## src/rtl/oled_pkg.sv

```systemverilog
// rtl/oled_pkg.sv - shared geometry, FSM encodings and helpers for the OLED text scheduler
package oled_pkg;

  localparam int OLED_ROWS = 4;
  localparam int OLED_COLS = 16;
  localparam int CELL_W    = 6;
  localparam int ADDR_W    = 9;
  localparam int NUM_CELLS = OLED_ROWS * OLED_COLS;

  localparam logic [7:0] BLANK_CHAR_DEF = 8'h20;

  localparam logic [2:0] ST_IDLE      = 3'd0;
  localparam logic [2:0] ST_SCAN      = 3'd1;
  localparam logic [2:0] ST_WR_ISSUE  = 3'd2;
  localparam logic [2:0] ST_WR_WAIT   = 3'd3;
  localparam logic [2:0] ST_UPD_ISSUE = 3'd4;
  localparam logic [2:0] ST_UPD_WAIT  = 3'd5;
  localparam logic [2:0] ST_CLR_FILL  = 3'd6;
  localparam logic [2:0] ST_CLR_ISSUE = 3'd7;

  typedef logic [CELL_W-1:0] cell_idx_t;

  // OLEDCtrl addresses a cell by its first pixel row, 8 rows per character.
  function automatic logic [ADDR_W-1:0] cell_addr(input cell_idx_t idx);
    return {idx, 3'b000};
  endfunction

endpackage

```

## src/rtl/oled_shadow_ram.sv

```systemverilog
// rtl/oled_shadow_ram.sv - 64x8 shadow character store with per-cell dirty bitmap
module oled_shadow_ram
  import oled_pkg::*;
(
  input  logic       clk_i,
  input  logic       rst_i,
  input  logic       host_we_i,
  input  cell_idx_t  host_idx_i,
  input  logic [7:0] host_data_i,
  input  logic       fill_we_i,
  input  cell_idx_t  fill_idx_i,
  input  logic [7:0] fill_data_i,
  input  logic       clr_one_i,
  input  cell_idx_t  clr_idx_i,
  input  logic       clr_all_i,
  input  cell_idx_t  rd_idx_i,
  output logic [7:0] rd_data_o,
  output logic       rd_dirty_o
);

  logic [7:0]           mem_q [NUM_CELLS];
  logic [NUM_CELLS-1:0] dirty_q;
  logic [NUM_CELLS-1:0] dirty_d;

  always_ff @(posedge clk_i) begin
    if (fill_we_i) begin
      mem_q[fill_idx_i] <= fill_data_i;
    end else if (host_we_i) begin
      mem_q[host_idx_i] <= host_data_i;
    end
  end

  // A host write landing on the cell being retired keeps it dirty.
  always_comb begin
    dirty_d = dirty_q;
    if (clr_all_i) dirty_d = '0;
    if (clr_one_i) dirty_d[clr_idx_i] = 1'b0;
    if (host_we_i) dirty_d[host_idx_i] = 1'b1;
  end

  always_ff @(posedge clk_i) begin
    if (rst_i) begin
      dirty_q <= '0;
    end else begin
      dirty_q <= dirty_d;
    end
  end

  assign rd_data_o  = mem_q[rd_idx_i];
  assign rd_dirty_o = dirty_q[rd_idx_i];

endmodule

```

## src/rtl/oled_text_scheduler.sv

```systemverilog
// rtl/oled_text_scheduler.sv - streams dirty shadow cells to OLEDCtrl and batches display updates
module oled_text_scheduler
  import oled_pkg::*;
#(
  parameter bit         AUTO_UPDATE = 1'b1,
  parameter logic [7:0] BLANK_CHAR  = BLANK_CHAR_DEF
) (
  input  logic              clk_i,
  input  logic              rst_i,
  input  logic              oled_on_i,
  input  logic              host_we_i,
  input  logic [1:0]        host_row_i,
  input  logic [3:0]        host_col_i,
  input  logic [7:0]        host_char_i,
  input  logic              flush_req_i,
  input  logic              clear_req_i,
  output logic              write_start_o,
  output logic [7:0]        write_ascii_data_o,
  output logic [ADDR_W-1:0] write_base_addr_o,
  input  logic              write_ready_i,
  output logic              update_start_o,
  output logic              update_clear_o,
  input  logic              update_ready_i,
  output logic              busy_o
);

  logic [2:0]        state_q, state_d;
  cell_idx_t         ptr_q, ptr_d;
  logic [5:0]        cnt_q, cnt_d;
  logic              pending_q, pending_d;
  logic              flush_pend_q, flush_pend_d;
  logic              clear_pend_q, clear_pend_d;
  logic              from_reset_q, from_reset_d;
  logic              seen_low_q, seen_low_d;
  logic [7:0]        data_q, data_d;
  logic [ADDR_W-1:0] addr_q, addr_d;
  logic              upd_clear_q, upd_clear_d;

  logic       host_we_ok;
  logic       clr_one, clr_all, fill_we;
  logic [7:0] rd_data;
  logic       rd_dirty;
  logic       wait_rdy;
  logic       upd_want;

  assign host_we_ok = host_we_i && (state_q != ST_CLR_FILL);
  assign wait_rdy   = (state_q == ST_WR_WAIT) ? write_ready_i : update_ready_i;
  assign upd_want   = (pending_q && AUTO_UPDATE) || flush_pend_q;

  oled_shadow_ram u_ram (
    .clk_i       (clk_i),
    .rst_i       (rst_i),
    .host_we_i   (host_we_ok),
    .host_idx_i  ({host_row_i, host_col_i}),
    .host_data_i (host_char_i),
    .fill_we_i   (fill_we),
    .fill_idx_i  (cnt_q),
    .fill_data_i (BLANK_CHAR),
    .clr_one_i   (clr_one),
    .clr_idx_i   (ptr_q),
    .clr_all_i   (clr_all),
    .rd_idx_i    (ptr_q),
    .rd_data_o   (rd_data),
    .rd_dirty_o  (rd_dirty)
  );

  always_comb begin
    state_d      = state_q;
    ptr_d        = ptr_q;
    cnt_d        = cnt_q;
    pending_d    = pending_q;
    flush_pend_d = flush_pend_q;
    clear_pend_d = clear_pend_q;
    from_reset_d = from_reset_q;
    seen_low_d   = seen_low_q;
    data_d       = data_q;
    addr_d       = addr_q;
    upd_clear_d  = upd_clear_q;
    clr_one      = 1'b0;
    clr_all      = 1'b0;
    fill_we      = 1'b0;
    case (state_q)
      ST_IDLE: begin
        if (oled_on_i) state_d = ST_SCAN;
      end
      ST_SCAN: begin
        if (clear_pend_q) begin
          state_d = ST_CLR_FILL;
          cnt_d   = '0;
        end else if (rd_dirty && write_ready_i) begin
          state_d = ST_WR_ISSUE;
        end else begin
          ptr_d = ptr_q + 6'd1;
          // cnt saturates at 63 so a clean display re-polls the update condition every cycle
          if (rd_dirty) begin
            cnt_d = '0;
          end else if (cnt_q != 6'd63) begin
            cnt_d = cnt_q + 6'd1;
          end else if (upd_want && update_ready_i) begin
            state_d = ST_UPD_ISSUE;
          end
        end
      end
      ST_WR_ISSUE: begin
        data_d     = rd_data;
        addr_d     = cell_addr(ptr_q);
        clr_one    = 1'b1;
        pending_d  = 1'b1;
        seen_low_d = 1'b0;
        cnt_d      = '0;
        state_d    = ST_WR_WAIT;
      end
      ST_WR_WAIT, ST_UPD_WAIT: begin
        if (!wait_rdy) seen_low_d = 1'b1;
        if (seen_low_q && wait_rdy) begin
          state_d = ST_SCAN;
          if (state_q == ST_WR_WAIT) ptr_d = ptr_q + 6'd1;
        end
      end
      ST_UPD_ISSUE: begin
        pending_d    = 1'b0;
        flush_pend_d = 1'b0;
        upd_clear_d  = 1'b0;
        seen_low_d   = 1'b0;
        state_d      = ST_UPD_WAIT;
      end
      ST_CLR_FILL: begin
        fill_we = 1'b1;
        clr_all = 1'b1;
        cnt_d   = cnt_q + 6'd1;
        if (cnt_q == 6'd63) begin
          state_d      = from_reset_q ? ST_SCAN : ST_CLR_ISSUE;
          from_reset_d = 1'b0;
        end
      end
      ST_CLR_ISSUE: begin
        if (update_ready_i) begin
          upd_clear_d  = 1'b1;
          clear_pend_d = 1'b0;
          pending_d    = 1'b0;
          seen_low_d   = 1'b0;
          state_d      = ST_UPD_WAIT;
        end
      end
      default: state_d = ST_IDLE;
    endcase
    if (host_we_ok) cnt_d = '0;
    // The blanking fill is internal to the shadow and always runs to completion.
    if (!oled_on_i && state_q != ST_CLR_FILL) state_d = ST_IDLE;
    flush_pend_d = flush_pend_d | flush_req_i;
    clear_pend_d = clear_pend_d | clear_req_i;
  end

  always_ff @(posedge clk_i) begin
    if (rst_i) begin
      state_q      <= ST_CLR_FILL;
      ptr_q        <= '0;
      cnt_q        <= '0;
      pending_q    <= 1'b0;
      flush_pend_q <= 1'b0;
      clear_pend_q <= 1'b0;
      from_reset_q <= 1'b1;
      seen_low_q   <= 1'b0;
      data_q       <= '0;
      addr_q       <= '0;
      upd_clear_q  <= 1'b0;
    end else begin
      state_q      <= state_d;
      ptr_q        <= ptr_d;
      cnt_q        <= cnt_d;
      pending_q    <= pending_d;
      flush_pend_q <= flush_pend_d;
      clear_pend_q <= clear_pend_d;
      from_reset_q <= from_reset_d;
      seen_low_q   <= seen_low_d;
      data_q       <= data_d;
      addr_q       <= addr_d;
      upd_clear_q  <= upd_clear_d;
    end
  end

  assign write_start_o      = (state_q == ST_WR_ISSUE);
  assign write_ascii_data_o = (state_q == ST_WR_ISSUE) ? rd_data : data_q;
  assign write_base_addr_o  = (state_q == ST_WR_ISSUE) ? cell_addr(ptr_q) : addr_q;
  assign update_start_o     = (state_q == ST_UPD_ISSUE) ||
                              ((state_q == ST_CLR_ISSUE) && update_ready_i);
  assign update_clear_o     = (state_q == ST_UPD_ISSUE) ? 1'b0 :
                              ((state_q == ST_CLR_ISSUE) && update_ready_i) ? 1'b1 :
                              upd_clear_q;
  assign busy_o             = (state_q != ST_IDLE) && (state_q != ST_SCAN);

endmodule

```

## config.mk

```make
export PLATFORM = sky130hd
export DESIGN_NAME = oled_text_scheduler
export DESIGN_NICKNAME = d
export VERILOG_FILES = /design/src/rtl/oled_pkg.sv /design/src/rtl/oled_shadow_ram.sv /design/src/rtl/oled_text_scheduler.sv
export SDC_FILE = /design/constraint.sdc
export NUM_CORES = 1
export LEC_CHECK = 0
export CAP_MARGIN = 10
export CORE_MARGIN = 2
export CORE_UTILIZATION = 45
export CTS_BUF_LIST = sky130_fd_sc_hd__clkbuf_8
export CTS_CLUSTER_DIAMETER = 150
export DETAILED_ROUTE_END_ITERATION = 12
export DONT_BUFFER_PORTS = 1
export SYNTH_ARGS = -nofsm -noshare
export SYNTH_HDL_FRONTEND = slang
export SYNTH_HIERARCHICAL = 1
export SYNTH_SLANG_ARGS = --single-unit
```

## constraint.sdc

```tcl
create_clock -name clk_i -period 6.33 [get_ports clk_i]
set_input_delay 0.9495 -clock clk_i [delete_from_list [all_inputs] [get_ports clk_i]]
set_output_delay 0.9495 -clock clk_i [all_outputs]
set_load 0.02 [all_outputs]
```

* After elaboration in Yosys (flattened, before gate mapping)
Memory sizes are Yosys's and may differ from the RTL's. A register that Yosys moved wholly into a read port is not among the register bits. Index checks and enable logic that the tools add are counted.
Cells by class: reductions and logical operators 32, div/mod/pow operators 0, multipliers 0, muxes and demuxes 57, bitwise gates (word level) 5, shifts and indexed selects 0, equal/unequal tests 31, add/subtract/negate cells 2, $lt $le $gt $ge 4
Operators with widths (count):
- $mux 64 | 3
- $mux 6 | 11
- $and 64x64->64 | 1
- $not 64->64 | 1
- $or 64x64->64 | 1
- $mux 3 | 11
- $pmux 3 s7 | 1
- $mux 1 | 20
- $ne 3x3->1 const B | 6
- $pmux 6 s3 | 1
- $mux 8 | 2
- $ne 2x2->1 const B | 8
- $ne 4x4->1 const B | 4
- $ne 5x5->1 const B | 3
- $lt 6x7->1 const B | 2
- $reduce_and 7->1 | 2
- $add 6x1->6 const B | 2
- $demux 1 s6 | 2
- $eq 3x3->1 const B | 4
- $ge 6x1->1 const B | 2
- $pmux 6 s2 | 1
- $reduce_bool 3->1 | 4
- $logic_and 1x1->1 | 9
- $mux 9 | 1
- other kinds (18) | 29
Storage, ports and cells: memories kept 1, flip-flop bits (word level) 102, bits in read-only memories 0, logic and storage cells 145, bits of input ports 22, output and inout bits 21, latch bits 0, memory bits (writable) 512
Memory list:
- u_ram.mem_q | words 64, width 8, rd ports 1, clocked after Yosys merged registers in 1, wr ports 1, RTL line oled_shadow_ram.sv:21 | logic [7:0] mem_q [NUM_CELLS];

* Depth between registers and ports, before layout
Gate-level depths: netlist of the first run.
depth in word-level cells 9, mapped depth 14, gate-level depth less buffers 10

* Modules after synthesis
Netlist of the first run, hierarchy kept.
Modules (own cells, without submodules):
- oled_shadow_ram | sequential area each 16656.0 um^2, instances 1, cells each 1385, area each 23568.9 um^2
- oled_text_scheduler | sequential area each 760.7 um^2, instances 1, cells each 213, area each 1899.3 um^2

* Least setup slack after synthesis of the first run
Ideal clock, no wire load.
kind register to register, start register ptr_q[0], end register state_q[2], arrival 3244 ps, setup time 122 ps, buffers on the path 4, data required time 6208 ps, cell stages (with the launch flop) 14, path slack 2964 ps, clock period less this slack 3366 ps, cells stage by stage dfxtp_1 buf_6 buf_4 buf_6 and4b_1 buf_1 a22oi_1 o211ai_1 o32ai_1 a21oi_1 o211ai_1 nand4_2 a311o_1 a311o_1
Between the ends: word-level cells in the longest chain between the ends 7, elaborated cells between the ends (all ways) 11, those cells by class eq/ne: 3; mux: 6; reduce/logical: 2
RTL lines:
- from (decl) | RTL line oled_text_scheduler.sv:28 | cell_idx_t ptr_q, ptr_d;
- from (signal assigned) | RTL line oled_text_scheduler.sv:169 | ptr_q <= ptr_d;
- $bmux 1 s6 (*) | RTL line oled_shadow_ram.sv:50 | assign rd_dirty_o = dirty_q[rd_idx_i];
- $mux 1 (implied by the code) (*) | RTL line oled_shadow_ram.sv:50
- net rd_dirty | RTL line oled_text_scheduler.sv:42 | logic rd_dirty;
- $logic_and 1x1->1 | RTL line oled_text_scheduler.sv:90 | end else if (rd_dirty && write_ready_i) begin
- $mux 3 | RTL line oled_text_scheduler.sv:90
- $mux 3 | RTL line oled_text_scheduler.sv:87 | if (clear_pend_q) begin
- $pmux 3 s7 | RTL line oled_text_scheduler.sv:82 | case (state_q)
- $mux 3 | RTL line oled_text_scheduler.sv:149 | if (!oled_on_i && state_q != ST_CLR_FILL) state_d = ST_IDLE;
- to (signal assigned) | RTL line oled_text_scheduler.sv:168 | state_q <= state_d;
- to (decl) | RTL line oled_text_scheduler.sv:27 | logic [2:0] state_q, state_d;
Mark *: on every way through the listed nets, which the timed path passes. The rest lies on a longest branch. The select of a mux whose other input is x is not followed. A chain may end at the register's enable or synchronous reset.

==> results of run 1 <==
## how the worst min path moves through the flow
stage | endpoint | slack, ps | depth (start not counted)
6_report | addr_q[8] | 340 | 1
5_1_grt | u_ram/dirty_q[60] | 280 | 1
4_1_cts | u_ram/dirty_q[41] | 270 | 1
3_5_place_dp | u_ram/dirty_q[3] | 480 | 2
3_3_place_gp | from_reset_q | 470 | 2
2_1_floorplan | from_reset_q | 450 | 2
## kinds of logic (layout without fill, tap and decap cells)
group | Yosys count | count (layout) | synth area share
other cells | 2 | 11 | 0.0002949
flops | 614 | 614 | 0.6839
simple gates | 436 | 436 | 0.07851
compound gates | 222 | 222 | 0.06303
fa+ha+maj | 2 | 2 | 0.0009824
buf+inv | 102 | 212 | 0.02235
xor+xnor | 10 | 10 | 0.003439
mux | 210 | 210 | 0.1475
## cell type report
cell class | count | area, um2 | share of cell area
flip-flops and latches | 614 | 17430 | 0.6214
multi-input cells | 888 | 7565 | 0.2697
clock buffers | 113 | 1555 | 0.05545
well taps | 756 | 945.9 | 0.03372
clock inverters | 70 | 344.1 | 0.01227
repair buffers | 18 | 160.2 | 0.005710
inverters | 11 | 41.29 | 0.001472
diodes | 3 | 7.507 | 0.0002676
## power by group
part | internal, mW | total, mW | switching, mW
combinational | 0.309 | 1.30 | 0.992
sequential | 4.80 | 4.88 | 0.0809
clock | 1.71 | 3.25 | 1.54
total | 6.82 | 9.44 | 2.62
## registers in the layout, indices dropped and copies added (netlist names), 3 cells and up
register and flops:
u_ram/mem_q 512, ptr_q 6, u_ram/dirty_q 64, state_q 3, addr_q 9, data_q 8
cnt_q 6
## layer usage
| layer | track usage | vias to the layer above |
|---|---|---|
| met5 | 0 | - |
| met4 | 0.07662 | 0 |
| met3 | 0.04442 | 117 |
| met2 | 0.3391 | 689 |
| met1 | 0.3165 | 7757 |
| li1 | - | 6404 |
## cells in the final DEF (no fill, tap or decap), types with 23 or more instances in the layout
master    instances
a32oi_1          41
dfxtp_1          97
a21oi_1          52
clkbuf_8        113
mux4_2          130
mux2i_1          57
nor2b_1          25
o211ai_1         24
nor2_1          171
mux2_2           23
edfxtp_1        512
nand2_1         117
inv_1            46
## worst reg2reg max path: stages, from the launching register on
cell and delay, ps:
dfxtp_1 690, nor2b_4 100, nand2_2 110, inv_1 190, nor2b_1 680, nand2b_1 730
o31ai_1 530, nand2_1 530, nor2_1 900
## metrics by stage
step	cells	instance area, um2
final	2473	28050
after global routing	2473	28050
after floorplan	1604	25490
after detailed placement	2287	26140
after CTS	2470	28040
after global placement	2287	26140
==> results.sh, run 1 <==
export IMPL_fp_row_count=87
export IMPL_slew_headroom=0.1658
export IMPL_crit_buf_inv=1
export IMPL_clk_insertion_delay_late_ps=680
export IMPL_portBuffers=0
export IMPL_die_area_mm2=0.05852
export IMPL_wire_per_inst_um=26.05
export IMPL_cts_hold_repair_buffers=0
export IMPL_avgSynthCellArea_um2=15.94
export IMPL_die_height_um=241.9
export IMPL_cts_path_max_buffers=3
export IMPL_cts_sinks=614
export IMPL_setup_ws_ps=1152
export IMPL_grt_usage=0.2210
export IMPL_topRoutingLayerUsed="met4"
export IMPL_n_fill_cell=4759
export IMPL_yosysTopAreaCell="edfxtp_1"
export IMPL_drtPass1Iterations=5
export IMPL_wl_met1_um=27510
export IMPL_critPathRequiredTime_ps=5380
export IMPL_clk_pin_slew_ps=60
export IMPL_yosys_area_top_type_share=0.6037
export IMPL_clockRootBuffer="clkbuf_8"
export IMPL_yosys_register_bits=614
export IMPL_dp_hpwl_um=38980
export IMPL_finalCritPeriodShare=0.8181
export IMPL_yosysSeqAreaShare=0.6839
export IMPL_arrival_ps=4230
export IMPL_p_total_mw=9.436
export IMPL_dr_wl_met2_um=30060
export IMPL_leakage_nw=8.630
export IMPL_via_count=14970
export IMPL_synth_common_cells="512 x edfxtp_1, 171 x nor2_1, 130 x mux4_2"
export IMPL_worst_pin_slew_ps=1242
export IMPL_reg2reg_to="u_ram/mem_q[56][5]"
export IMPL_hold_viol=0
export IMPL_cts_tree="yes"
export IMPL_slowest_delay_ps=990
export IMPL_post_cts_buffers=0
export IMPL_die_w_um=241.9
export IMPL_drc=0
export IMPL_drv_slew=0
export IMPL_synth_cell_types=72
export IMPL_fmax_ghz=0.1931
export IMPL_avgViaCountPerCell=6.052
export IMPL_cp_cell_sequence="buf_4, mux4_2, mux2i_1, nand2_1, nand4_1, o21ai_1, mux2_2"
export IMPL_synth_warnings=6
export IMPL_yosysMostFrequentCell="edfxtp_1"
export IMPL_htreeDepth=3
export IMPL_setup_viol=0
export IMPL_worst_path_max_delay_cell="dfxtp_4"
export IMPL_overflow=0
export IMPL_drt_total_wl_um=64430
export IMPL_synth_edf_count=512
export IMPL_min_path_type="input pin to flop"
export IMPL_r2r_start="state_q[0]"
export IMPL_crit_path_end_kind="primary output"
export IMPL_drtIter0Drc=1468
export IMPL_startpoint="ptr_q[1]"
export IMPL_crit_type="flop to primary output"
export IMPL_irDropWorstVdd_uv=304.5
export IMPL_met3_length_um=5052
export IMPL_synth_area_mm2=0.02547
export IMPL_post_cts_resized=0
export IMPL_gp_congestion=0.8135
export IMPL_cts_inserted_buffers=102
export IMPL_outcome="finished clean"
export IMPL_synth_flop_cell="edfxtp_1"
export IMPL_synth_area_top_cells="edfxtp_1 60%, mux4_2 11%, dfxtp_1 8.0%"
export IMPL_crit_cells=7
export IMPL_reg2reg_depth=8
export IMPL_hp_start="rst_i"
export IMPL_cp_endpoint="write_ascii_data_o[6]"
export IMPL_worstPathMaxFanout=58
export IMPL_core_mm2=0.05617
export IMPL_grt_max_degree=94
export IMPL_ioPinCount=43
export IMPL_grt_pass1_vias=14880
export IMPL_nNetsFinal=1659
export IMPL_post_route_util=0.4994
export IMPL_rsz0062_at_grt="false"
export IMPL_synthCells=1598
export IMPL_startpoint_type="flop"
export IMPL_finalSetupTns_ps=0
export IMPL_preCtsSetupSlack_ps=1577
export IMPL_power_density_mw_per_mm2=336.4
export IMPL_layout_drive_gt1_share=0.1908
export IMPL_cp_top_family="multiplexers"
export IMPL_r2r_setup_slack_ps=1490
export IMPL_cap_violations=0
export IMPL_initial_core_util=0.4534
export IMPL_fin_hold_ws_ps=342.0
export IMPL_async_flop_share=0
export IMPL_ant_nets=0
export IMPL_skew_ps=29.63
export IMPL_synthToLayoutAreaGrowth_pct=10.14
export IMPL_grt_pass1_wl_um=96450
export IMPL_finalCriticalPeriod_ps=5178
export IMPL_antenna_found_initial=3
Power figures use the tool's default switching activity.
==> run 2, diff against run 1 <==
Clock period 6.33 ns to 4.3 ns, I/O delays scaled along.
==> run 2 against run 1 <==
Die area unchanged. First-iteration DRC count grew 19%. Critical endpoint is now write_ascii_data_o[4]. Highest routed layer unchanged. Power is 50% higher. Largest power group unchanged.
==> results.sh, run 2 (synthesis results as in run 1) <==
export IMPL_antenna_found_initial=1
export IMPL_finalCriticalPeriod_ps=4196
export IMPL_layout_drive_gt1_share=0.2397
export IMPL_via_count=15310
export IMPL_regMostFlops="u_ram/mem_q"
export IMPL_initial_core_util=0.4534
export IMPL_min_path_type="input pin to flop"
export IMPL_post_dp_cell_area_mm2=0.02689
export IMPL_cts_path_max_buffers=3
export IMPL_cts_inserted_buffers=101
export IMPL_finalSetupTns_ps=0
export IMPL_skew_ps=30.58
export IMPL_placedCellCount=2381
export IMPL_leakage_nw=9.197
export IMPL_clk_insertion_delay_late_ps=710
export IMPL_slew_headroom=0.2010
export IMPL_finalCritPeriodShare=0.9757
export IMPL_stdcell_count=2571
export IMPL_drtIter0Drc=1741
export IMPL_setup_viol=0
export IMPL_overflow=0
export IMPL_critPathRequiredTime_ps=3650
export IMPL_clk_pin_slew_ps=60
export IMPL_portBuffers=0
export IMPL_htreeDepth=3
export IMPL_cap_violations=0
export IMPL_avgViaCountPerCell=5.954
export IMPL_dp_hpwl_um=42250
export IMPL_sw_frac_of_total=0.2781
export IMPL_grt_max_degree=83
export IMPL_worstPathMaxFanout=25
export IMPL_wire_per_inst_um=26.19
export IMPL_p_seq_frac=0.501
export IMPL_drv_slew=0
export IMPL_top_regs="u_ram/mem_q: 512 flops, u_ram/dirty_q: 64 flops, addr_q: 9 flops"
export IMPL_grt_usage=0.2309
export IMPL_post_route_util=0.5159
export IMPL_clockRootBuffer="clkbuf_8"
export IMPL_final_cell_mix="512 x edfxtp_1, 171 x nor2_1, 130 x mux4_2"
export IMPL_p_clk_frac=0.347
export IMPL_grt_pass1_wl_um=100100
export IMPL_irDropWorstVdd_uv=355.2
export IMPL_drt_total_wl_um=67340
export IMPL_cts_sinks=614
export IMPL_layout_commonest_cell="edfxtp_1"
export IMPL_core_mm2=0.05617
export IMPL_ant_nets=0
export IMPL_die_w_um=241.9
export IMPL_drc=0
export IMPL_worst_pin_slew_ps=1189
export IMPL_nNetsFinal=1759
export IMPL_combPwrFrac=0.152
export IMPL_arrival_ps=3550
export IMPL_power_density_mw_per_mm2=489.9
export IMPL_crit_type="flop to primary output"
export IMPL_fmax_ghz=0.2383
export IMPL_grt_pass1_vias=15110
export IMPL_p_int_mw=10.25
export IMPL_fin_area_mm2=0.02898
export IMPL_fp_row_count=87
export IMPL_crit_path_end_kind="primary output"
export IMPL_startpoint_type="flop"
export IMPL_synthToLayoutAreaGrowth_pct=13.78
export IMPL_p_switching_mw=3.948
export IMPL_die_height_um=241.9
export IMPL_die_area_mm2=0.05852
export IMPL_hold_viol=0
export IMPL_ioPinCount=43
export IMPL_drtPass1Iterations=7
export IMPL_rsz0062_at_grt="false"
export IMPL_largest_reg_flops=512
export IMPL_gp_congestion=0.8371
export IMPL_antenna_cells=0
export IMPL_cts_tree="yes"
export IMPL_outcome="finished clean"
==> run 2: repair_timing <==
item	CTS	global route
resized for setup	0	0
setup endpoints to repair	4	0
hold buffers	3	0
buffers inserted	3	0
hold endpoints to repair	82	0
==> run 2: area by class of cell <==
| class | instances | area (um2) |
|---|---|---|
| timing repair buffer | 119 | 1064 |
| multi-input combinational | 888 | 7530 |
| clock inverter | 62 | 300.3 |
| tap | 756 | 945.9 |
| sequential | 614 | 17430 |
| fill | 4713 | 27190 |
| clock buffer | 121 | 1665 |
| inverter | 11 | 41.29 |
==> run 2: through the flow <==
stage | worst slack, ps | hold slack (ps) | power, mW
after floorplan | 933.9 | 448.0 | 8.500
after global placement | 610.2 | 466.3 | 9.312
after detailed placement | 625.1 | 477.2 | 9.369
after CTS | 69.91 | 19.51 | 14.30
after global routing | 29.35 | 65.37 | 14.72
final | 104.4 | 71.09 | 14.20
==> run 2: final timing paths <==
kind / startpoint / endpoint / slack [ps] / cells after the start
worst max-delay path: ptr_q[0] / write_ascii_data_o[4] / 100 / 7
worst min-delay path: rst_i / from_reset_q / 70 / 1
worst max register to register: ptr_q[1] / state_q[2] / 590 / 11
worst min register to register: from_reset_q / from_reset_q / 480 / 2
==> run 2: critical path, cell delays in order, from the launching register on <==
cell	delay, ps
dfxtp_4	560
buf_12	270
mux4_2	540
a21oi_1	210
a21oi_1	120
nor3_1	530
o32ai_2	230
mux2_2	370
==> run 2: power by group through the flow <==
stage	Clock [mW]	Sequential [mW]	Combinational (mW)
6_report	4.92	7.12	2.16
5_1_grt	5.28	7.13	2.31
4_1_cts	5.03	7.12	2.15
3_5_place_dp	0	7.25	2.12
3_3_place_gp	0	7.24	2.07
2_1_floorplan	0	7.24	1.26
==> run 2: metal layers <==
| metal | vias to the layer above | track usage | share of wire | routed length, um |
|---|---|---|---|---|
| met5 | - | 0 | 0 | 0 |
| met2 | 712 | 0.3641 | 0.47 | 31820 |
| met1 | 7881 | 0.3258 | 0.42 | 28440 |
| met3 | 130 | 0.04442 | 0.075 | 5080 |
| li1 | 6586 | - | - | - |
| met4 | 0 | 0.07407 | 0.030 | 2012 |
